[src/rtl/alu_mult_seq_pkg.sv]
// ============================================================================
// Module  : alu_mult_seq_pkg
// Brief   : Shared defines for the ALU and its multi-cycle MULT/MULTU sequencer.
// Rev     : 1.0
// ============================================================================
`default_nettype none

package alu_mult_seq_pkg;

    localparam int ALU_OP_W = 4;

    localparam logic [ALU_OP_W-1:0] ALU_OP_ADDU = 4'h0;
    localparam logic [ALU_OP_W-1:0] ALU_OP_SUBU = 4'h1;
    localparam logic [ALU_OP_W-1:0] ALU_OP_AND  = 4'h2;
    localparam logic [ALU_OP_W-1:0] ALU_OP_OR   = 4'h3;
    localparam logic [ALU_OP_W-1:0] ALU_OP_XOR  = 4'h4;
    localparam logic [ALU_OP_W-1:0] ALU_OP_SLTU = 4'h5;

    localparam int MULT_ST_W = 3;

    localparam logic [MULT_ST_W-1:0] MULT_ST_IDLE  = 3'd0;
    localparam logic [MULT_ST_W-1:0] MULT_ST_RUN   = 3'd1;
    localparam logic [MULT_ST_W-1:0] MULT_ST_DONE  = 3'd2;
    localparam logic [MULT_ST_W-1:0] MULT_ST_NEGA  = 3'd3;
    localparam logic [MULT_ST_W-1:0] MULT_ST_NEGB  = 3'd4;
    localparam logic [MULT_ST_W-1:0] MULT_ST_FIXLO = 3'd5;
    localparam logic [MULT_ST_W-1:0] MULT_ST_FIXHI = 3'd6;

endpackage

`default_nettype wire

[src/rtl/alu.sv]
// ============================================================================
// Module  : alu
// Brief   : Combinational 32-bit integer ALU with zero flag (no carry out).
// Rev     : 1.0
// ============================================================================
`default_nettype none

module alu
    import alu_mult_seq_pkg::*;
#(
    parameter int WORD_SIZE = 32
) (
    input  logic [ALU_OP_W-1:0]  op_i,
    input  logic [WORD_SIZE-1:0] a_i,
    input  logic [WORD_SIZE-1:0] b_i,
    output logic [WORD_SIZE-1:0] result_o,
    output logic                 zero_o
);

    always_comb begin
        result_o = '0;
        case (op_i)
            ALU_OP_ADDU: result_o = a_i + b_i;
            ALU_OP_SUBU: result_o = a_i - b_i;
            ALU_OP_AND:  result_o = a_i & b_i;
            ALU_OP_OR:   result_o = a_i | b_i;
            ALU_OP_XOR:  result_o = a_i ^ b_i;
            ALU_OP_SLTU: result_o = WORD_SIZE'(a_i < b_i);
            default:     result_o = '0;
        endcase
    end

    assign zero_o = (result_o == '0);

endmodule

`default_nettype wire

[src/rtl/alu_mult_seq.sv]
// ============================================================================
// Module  : alu_mult_seq
// Brief   : Shift-add MULT/MULTU sequencer driving one shared ALU into HI/LO.
//           Optional signed support enabled by defining MULT_SIGNED_EN.
// Rev     : 1.0
// ============================================================================
`default_nettype none

module alu_mult_seq
    import alu_mult_seq_pkg::*;
#(
    parameter int WORD_SIZE = 32,
    parameter int CNT_WIDTH = 5
) (
    input  logic                 clk,
    input  logic                 rst,
    input  logic                 start,
`ifdef MULT_SIGNED_EN
    input  logic                 signed_op,
`endif
    input  logic [WORD_SIZE-1:0] a,
    input  logic [WORD_SIZE-1:0] b,
    output logic                 busy,
    output logic                 done,
    output logic [WORD_SIZE-1:0] hi,
    output logic [WORD_SIZE-1:0] lo
);

    localparam int MSB = WORD_SIZE - 1;
    localparam logic [CNT_WIDTH-1:0] LAST_ITER = CNT_WIDTH'(WORD_SIZE - 1);

    logic [MULT_ST_W-1:0] state_q, state_d;
    logic [WORD_SIZE-1:0] mcand_q, mcand_d;
    logic [WORD_SIZE-1:0] hi_q, hi_d;
    logic [WORD_SIZE-1:0] lo_q, lo_d;
    logic [CNT_WIDTH-1:0] cnt_q, cnt_d;
`ifdef MULT_SIGNED_EN
    logic                 sgn_q, sgn_d;
    logic                 neg_q, neg_d;
    logic                 lzero_q, lzero_d;
`endif

    logic [ALU_OP_W-1:0]  alu_op;
    logic [WORD_SIZE-1:0] alu_a;
    logic [WORD_SIZE-1:0] alu_b;
    logic [WORD_SIZE-1:0] alu_res;
    logic                 alu_zero;
    logic                 w_unused_zero;
    logic                 w_carry;

    alu #(
        .WORD_SIZE (WORD_SIZE)
    ) u_alu (
        .op_i     (alu_op),
        .a_i      (alu_a),
        .b_i      (alu_b),
        .result_o (alu_res),
        .zero_o   (alu_zero)
    );

    assign w_unused_zero = alu_zero;
    // The ALU has no carry out; an unsigned add wrapped iff the sum is below an addend.
    assign w_carry = (alu_res < hi_q);

    always_ff @(posedge clk) begin
        if (rst) begin
            state_q <= MULT_ST_IDLE;
            mcand_q <= '0;
            hi_q    <= '0;
            lo_q    <= '0;
            cnt_q   <= '0;
`ifdef MULT_SIGNED_EN
            sgn_q   <= 1'b0;
            neg_q   <= 1'b0;
            lzero_q <= 1'b0;
`endif
        end else begin
            state_q <= state_d;
            mcand_q <= mcand_d;
            hi_q    <= hi_d;
            lo_q    <= lo_d;
            cnt_q   <= cnt_d;
`ifdef MULT_SIGNED_EN
            sgn_q   <= sgn_d;
            neg_q   <= neg_d;
            lzero_q <= lzero_d;
`endif
        end
    end

    always_comb begin
        state_d = state_q;
        mcand_d = mcand_q;
        hi_d    = hi_q;
        lo_d    = lo_q;
        cnt_d   = cnt_q;
`ifdef MULT_SIGNED_EN
        sgn_d   = sgn_q;
        neg_d   = neg_q;
        lzero_d = lzero_q;
`endif
        case (state_q)
            MULT_ST_IDLE: begin
                if (start) begin
                    mcand_d = a;
                    hi_d    = '0;
                    lo_d    = b;
                    cnt_d   = '0;
`ifdef MULT_SIGNED_EN
                    sgn_d   = signed_op;
                    neg_d   = a[MSB] ^ b[MSB];
                    lzero_d = 1'b0;
                    state_d = signed_op ? MULT_ST_NEGA : MULT_ST_RUN;
`else
                    state_d = MULT_ST_RUN;
`endif
                end
            end
            MULT_ST_RUN: begin
                hi_d  = {w_carry, alu_res[MSB:1]};
                lo_d  = {alu_res[0], lo_q[MSB:1]};
                cnt_d = cnt_q + CNT_WIDTH'(1);
                if (cnt_q == LAST_ITER) begin
`ifdef MULT_SIGNED_EN
                    state_d = sgn_q ? MULT_ST_FIXLO : MULT_ST_DONE;
`else
                    state_d = MULT_ST_DONE;
`endif
                end
            end
`ifdef MULT_SIGNED_EN
            MULT_ST_NEGA: begin
                if (mcand_q[MSB]) mcand_d = alu_res;
                state_d = MULT_ST_NEGB;
            end
            MULT_ST_NEGB: begin
                if (lo_q[MSB]) lo_d = alu_res;
                state_d = MULT_ST_RUN;
            end
            MULT_ST_FIXLO: begin
                if (neg_q) begin
                    lo_d    = alu_res;
                    lzero_d = (lo_q == '0);
                end
                state_d = MULT_ST_FIXHI;
            end
            MULT_ST_FIXHI: begin
                if (neg_q) hi_d = alu_res;
                state_d = MULT_ST_DONE;
            end
`endif
            MULT_ST_DONE: state_d = MULT_ST_IDLE;
            default:      state_d = MULT_ST_IDLE;
        endcase
    end

    always_comb begin
        alu_op = ALU_OP_ADDU;
        alu_a  = '0;
        alu_b  = '0;
        busy   = (state_q != MULT_ST_IDLE);
        done   = (state_q == MULT_ST_DONE);
        case (state_q)
            MULT_ST_RUN: begin
                alu_a = hi_q;
                alu_b = lo_q[0] ? mcand_q : '0;
            end
`ifdef MULT_SIGNED_EN
            MULT_ST_NEGA: begin
                alu_op = ALU_OP_SUBU;
                alu_b  = mcand_q;
            end
            MULT_ST_NEGB, MULT_ST_FIXLO: begin
                alu_op = ALU_OP_SUBU;
                alu_b  = lo_q;
            end
            // Upper word of a 64-bit negate: ~hi plus the borrow out of the low word.
            MULT_ST_FIXHI: begin
                alu_a = ~hi_q;
                alu_b = WORD_SIZE'(lzero_q);
            end
`endif
            default: ;
        endcase
    end

    assign hi = hi_q;
    assign lo = lo_q;

endmodule

`default_nettype wire
[config.mk]
export PLATFORM = sky130hd
export DESIGN_NAME = alu_mult_seq
export DESIGN_NICKNAME = d
export VERILOG_FILES = /design/src/rtl/alu_mult_seq_pkg.sv /design/src/rtl/alu.sv /design/src/rtl/alu_mult_seq.sv
export SDC_FILE = /design/constraint.sdc
export NUM_CORES = 1
export LEC_CHECK = 0
export ABC_AREA = 1
export CORE_ASPECT_RATIO = 0.8
export CORE_MARGIN = 10
export CORE_UTILIZATION = 40
export CTS_BUF_LIST = sky130_fd_sc_hd__clkbuf_8
export DETAILED_ROUTE_END_ITERATION = 7
export SLEW_MARGIN = 25
export SYNTH_ARGS = -nofsm -noshare
export SYNTH_HDL_FRONTEND = slang
export SYNTH_HIERARCHICAL = 1
export SYNTH_SLANG_ARGS = --single-unit
[constraint.sdc]
create_clock -name clk -period 5.7 [get_ports clk]
set_clock_uncertainty 0.2 [all_clocks]
set_input_delay 1.425 -clock clk [delete_from_list [all_inputs] [get_ports clk]]
set_output_delay 1.425 -clock clk [all_outputs]
set_load 0.01 [all_outputs]
==> metrics.yaml <==
rsz0062_at_grt: "no"
clk_pin_slew_worst_paths_ns: 0.10
cp.required_ns: 5.82
antenna_found_initial: 1
fmaxAchievable_mhz: 210
initial_utilization: 0.409
dieArea_um2: 37500
area_growth_pct: 14.0
cts.sinks: 103
core_um2: 29500
ctsResizeCount: 0
insertion_delay_ns: 0.38
reg2reg_from: "state_q[0]$_SDFFE_PP0P_"
tns_ns: 0
drive_above_1_share: 0.0520
synth.avg_cell_area_um2: 5.67
p_per_area_nw_per_um2: 136
final_nets: 2414
critPathArrivalTime_ns: 4.88
drcViolationCount: 0
status: "completed"
worstHoldStart: "cnt_q[4]$_SDFFE_PP0P_"
cts_tree: "done"
clockBufferDepth: 2
finalHoldViolCount: 0
chipWidth_um: 214
syn_area_um2: 12100
slew_violations: 0
num_rows: 56
irDropWorstVdd_uv: 120
hold_buffers: 0
place.gp.congestion: 0.950
slew-limit-headroom: 0.358
grt_pass1_vias: 12200
holdPathStages: 2
p_leak_nw: 6.77
hold_end: "cnt_q[4]$_SDFFE_PP0P_"
dpl_cell_area_um2: 13500
first_pass_iters: 5
cts_setup_buffers: 0
ys_warn_count: 6
reg2reg_depth: 25
final_cell_area_um2: 13700
setup_viol: 0
track_usage: 0.243
cp-start-kind: "flip-flop"
routed_via_density: 5.07
cts_root_buf: "clkbuf_8"
io_pins: 133
maxCapViolCount: 0
crit_type: "flip-flop to flip-flop"
antenna_left: 0
die_h_um: 175
synthCells: 2127
r2r_slack_ns: 0.93
worstPathMaxFanout: 68
dp_hpwl_um: 38700
grt_pass1_wl_um: 72200
reg2reg_to: "hi[31]$_SDFFE_PP0P_"
grt_overflow: 0
drt_iter0_markers: 1417
cts_max_level: 3
num_vias: 13300
numCtsBuffers: 9
io_buffers: 132
timing.final.crit_share: 0.836
min_path_type: "flip-flop to flip-flop"
period_minus_slack_ns: 4.77
grt_max_degree: 70
wire_per_inst_um: 18.1
crit_path_end_kind: "flip-flop"
routed_wirelength_um: 47400
worstMarginPinSlew_ns: 0.961
## worst max-delay path, stage by stage, from the launching register on
cell and delay, ns:
dfxtp_1 0.42, nand2_4 0.44, nor2_1 0.38, ha_1 0.34
inv_1 0.08, fa_1 0.41, inv_1 0.23, nand3_1 0.13
nand2_1 0.22, nand2_1 0.08, nand3_1 0.12, nand2_1 0.14
nand3_1 0.10, nand2_1 0.05, nand3_1 0.07, nand2_1 0.05
nor2_1 0.21, inv_1 0.10, ha_1 0.18, a21oi_1 0.20
o21ai_0 0.12, nand2_1 0.07, nand2_1 0.05, a21oi_1 0.12
nand2_1 0.07, a21oi_1 0.11
## layout by cell type (no fill, tap or decap), types with 3 or more instances in the layout
cell               n
nand2_1          638
inv_1            359
nor2_1           275
ha_1             137
clkdlybuf4s50_1  132
nand3_1          119
a21oi_1          111
dfxtp_1          103
o21ai_0           72
a31oi_1           34
nor2_2            25
o21ai_1           22
o22ai_1           22
nand4_1           20
nand2_2           19
inv_2             15
buf_4             13
conb_1            13
nand3_2           12
nor3_1            11
o21bai_1          10
clkbuf_8           9
o221ai_1           5
clkinv_1           4
nor3_2             4
a21oi_2            3
## where the power goes
part	switching (W)	internal, W
sequential	0.0000341	0.000767
combinational	0.000347	0.000201
clock	0.000272	0.000250
## how the worst max path moves through the flow
stage                                  startpoint                   to  slack, ns  depth (start not counted)
final                     state_q[0]$_SDFFE_PP0P_  hi[31]$_SDFFE_PP0P_       0.93                         25
after CTS                 state_q[0]$_SDFFE_PP0P_  hi[31]$_SDFFE_PP0P_       0.97                         25
after floorplan           state_q[0]$_SDFFE_PP0P_  hi[31]$_SDFFE_PP0P_       2.13                         25
after global routing      state_q[0]$_SDFFE_PP0P_  hi[31]$_SDFFE_PP0P_       0.53                         25
after global placement    state_q[0]$_SDFFE_PP0P_  hi[31]$_SDFFE_PP0P_       1.02                         23
after detailed placement  state_q[0]$_SDFFE_PP0P_  hi[31]$_SDFFE_PP0P_       1.00                         25
## area by class of cell
type	count	area (um2)
diodes	1	2.50
clock buffers	9	124
clock inverters	7	96.3
fillers	3314	15700
inverters	379	1430
multi-input cells	1570	8110
flip-flops and latches	103	2060
well taps	406	508
repair buffers	145	1420
## sequential cells by signal, indices dropped and copies added, names as in the netlist
name,cells
cnt_q,5
state_q,2
lo,32
mcand_q,32
hi,32
## routing by layer
metal,GRT usage,part of all wire,vias to the layer above
li1,-,-,6721
met1,0.372,0.50,5995
met2,0.324,0.37,541
met3,0.0701,0.11,32
met4,0.0457,0.013,0
met5,0,0,-
## stage by stage
step	power, W	utilization	instances	hold WS (ns)	setup slack [ns]
after floorplan	0.00114	-	2139	0.243	2.13
after global placement	0.00135	0.459	2603	0.255	1.02
after detailed placement	0.00135	0.459	2603	0.258	1.00
after CTS	0.00187	0.466	2619	0.273	0.973
after global routing	0.00198	0.466	2619	0.311	0.529
final	0.00187	0.466	2620	0.275	0.933
(Power assumes the default switching activity.)
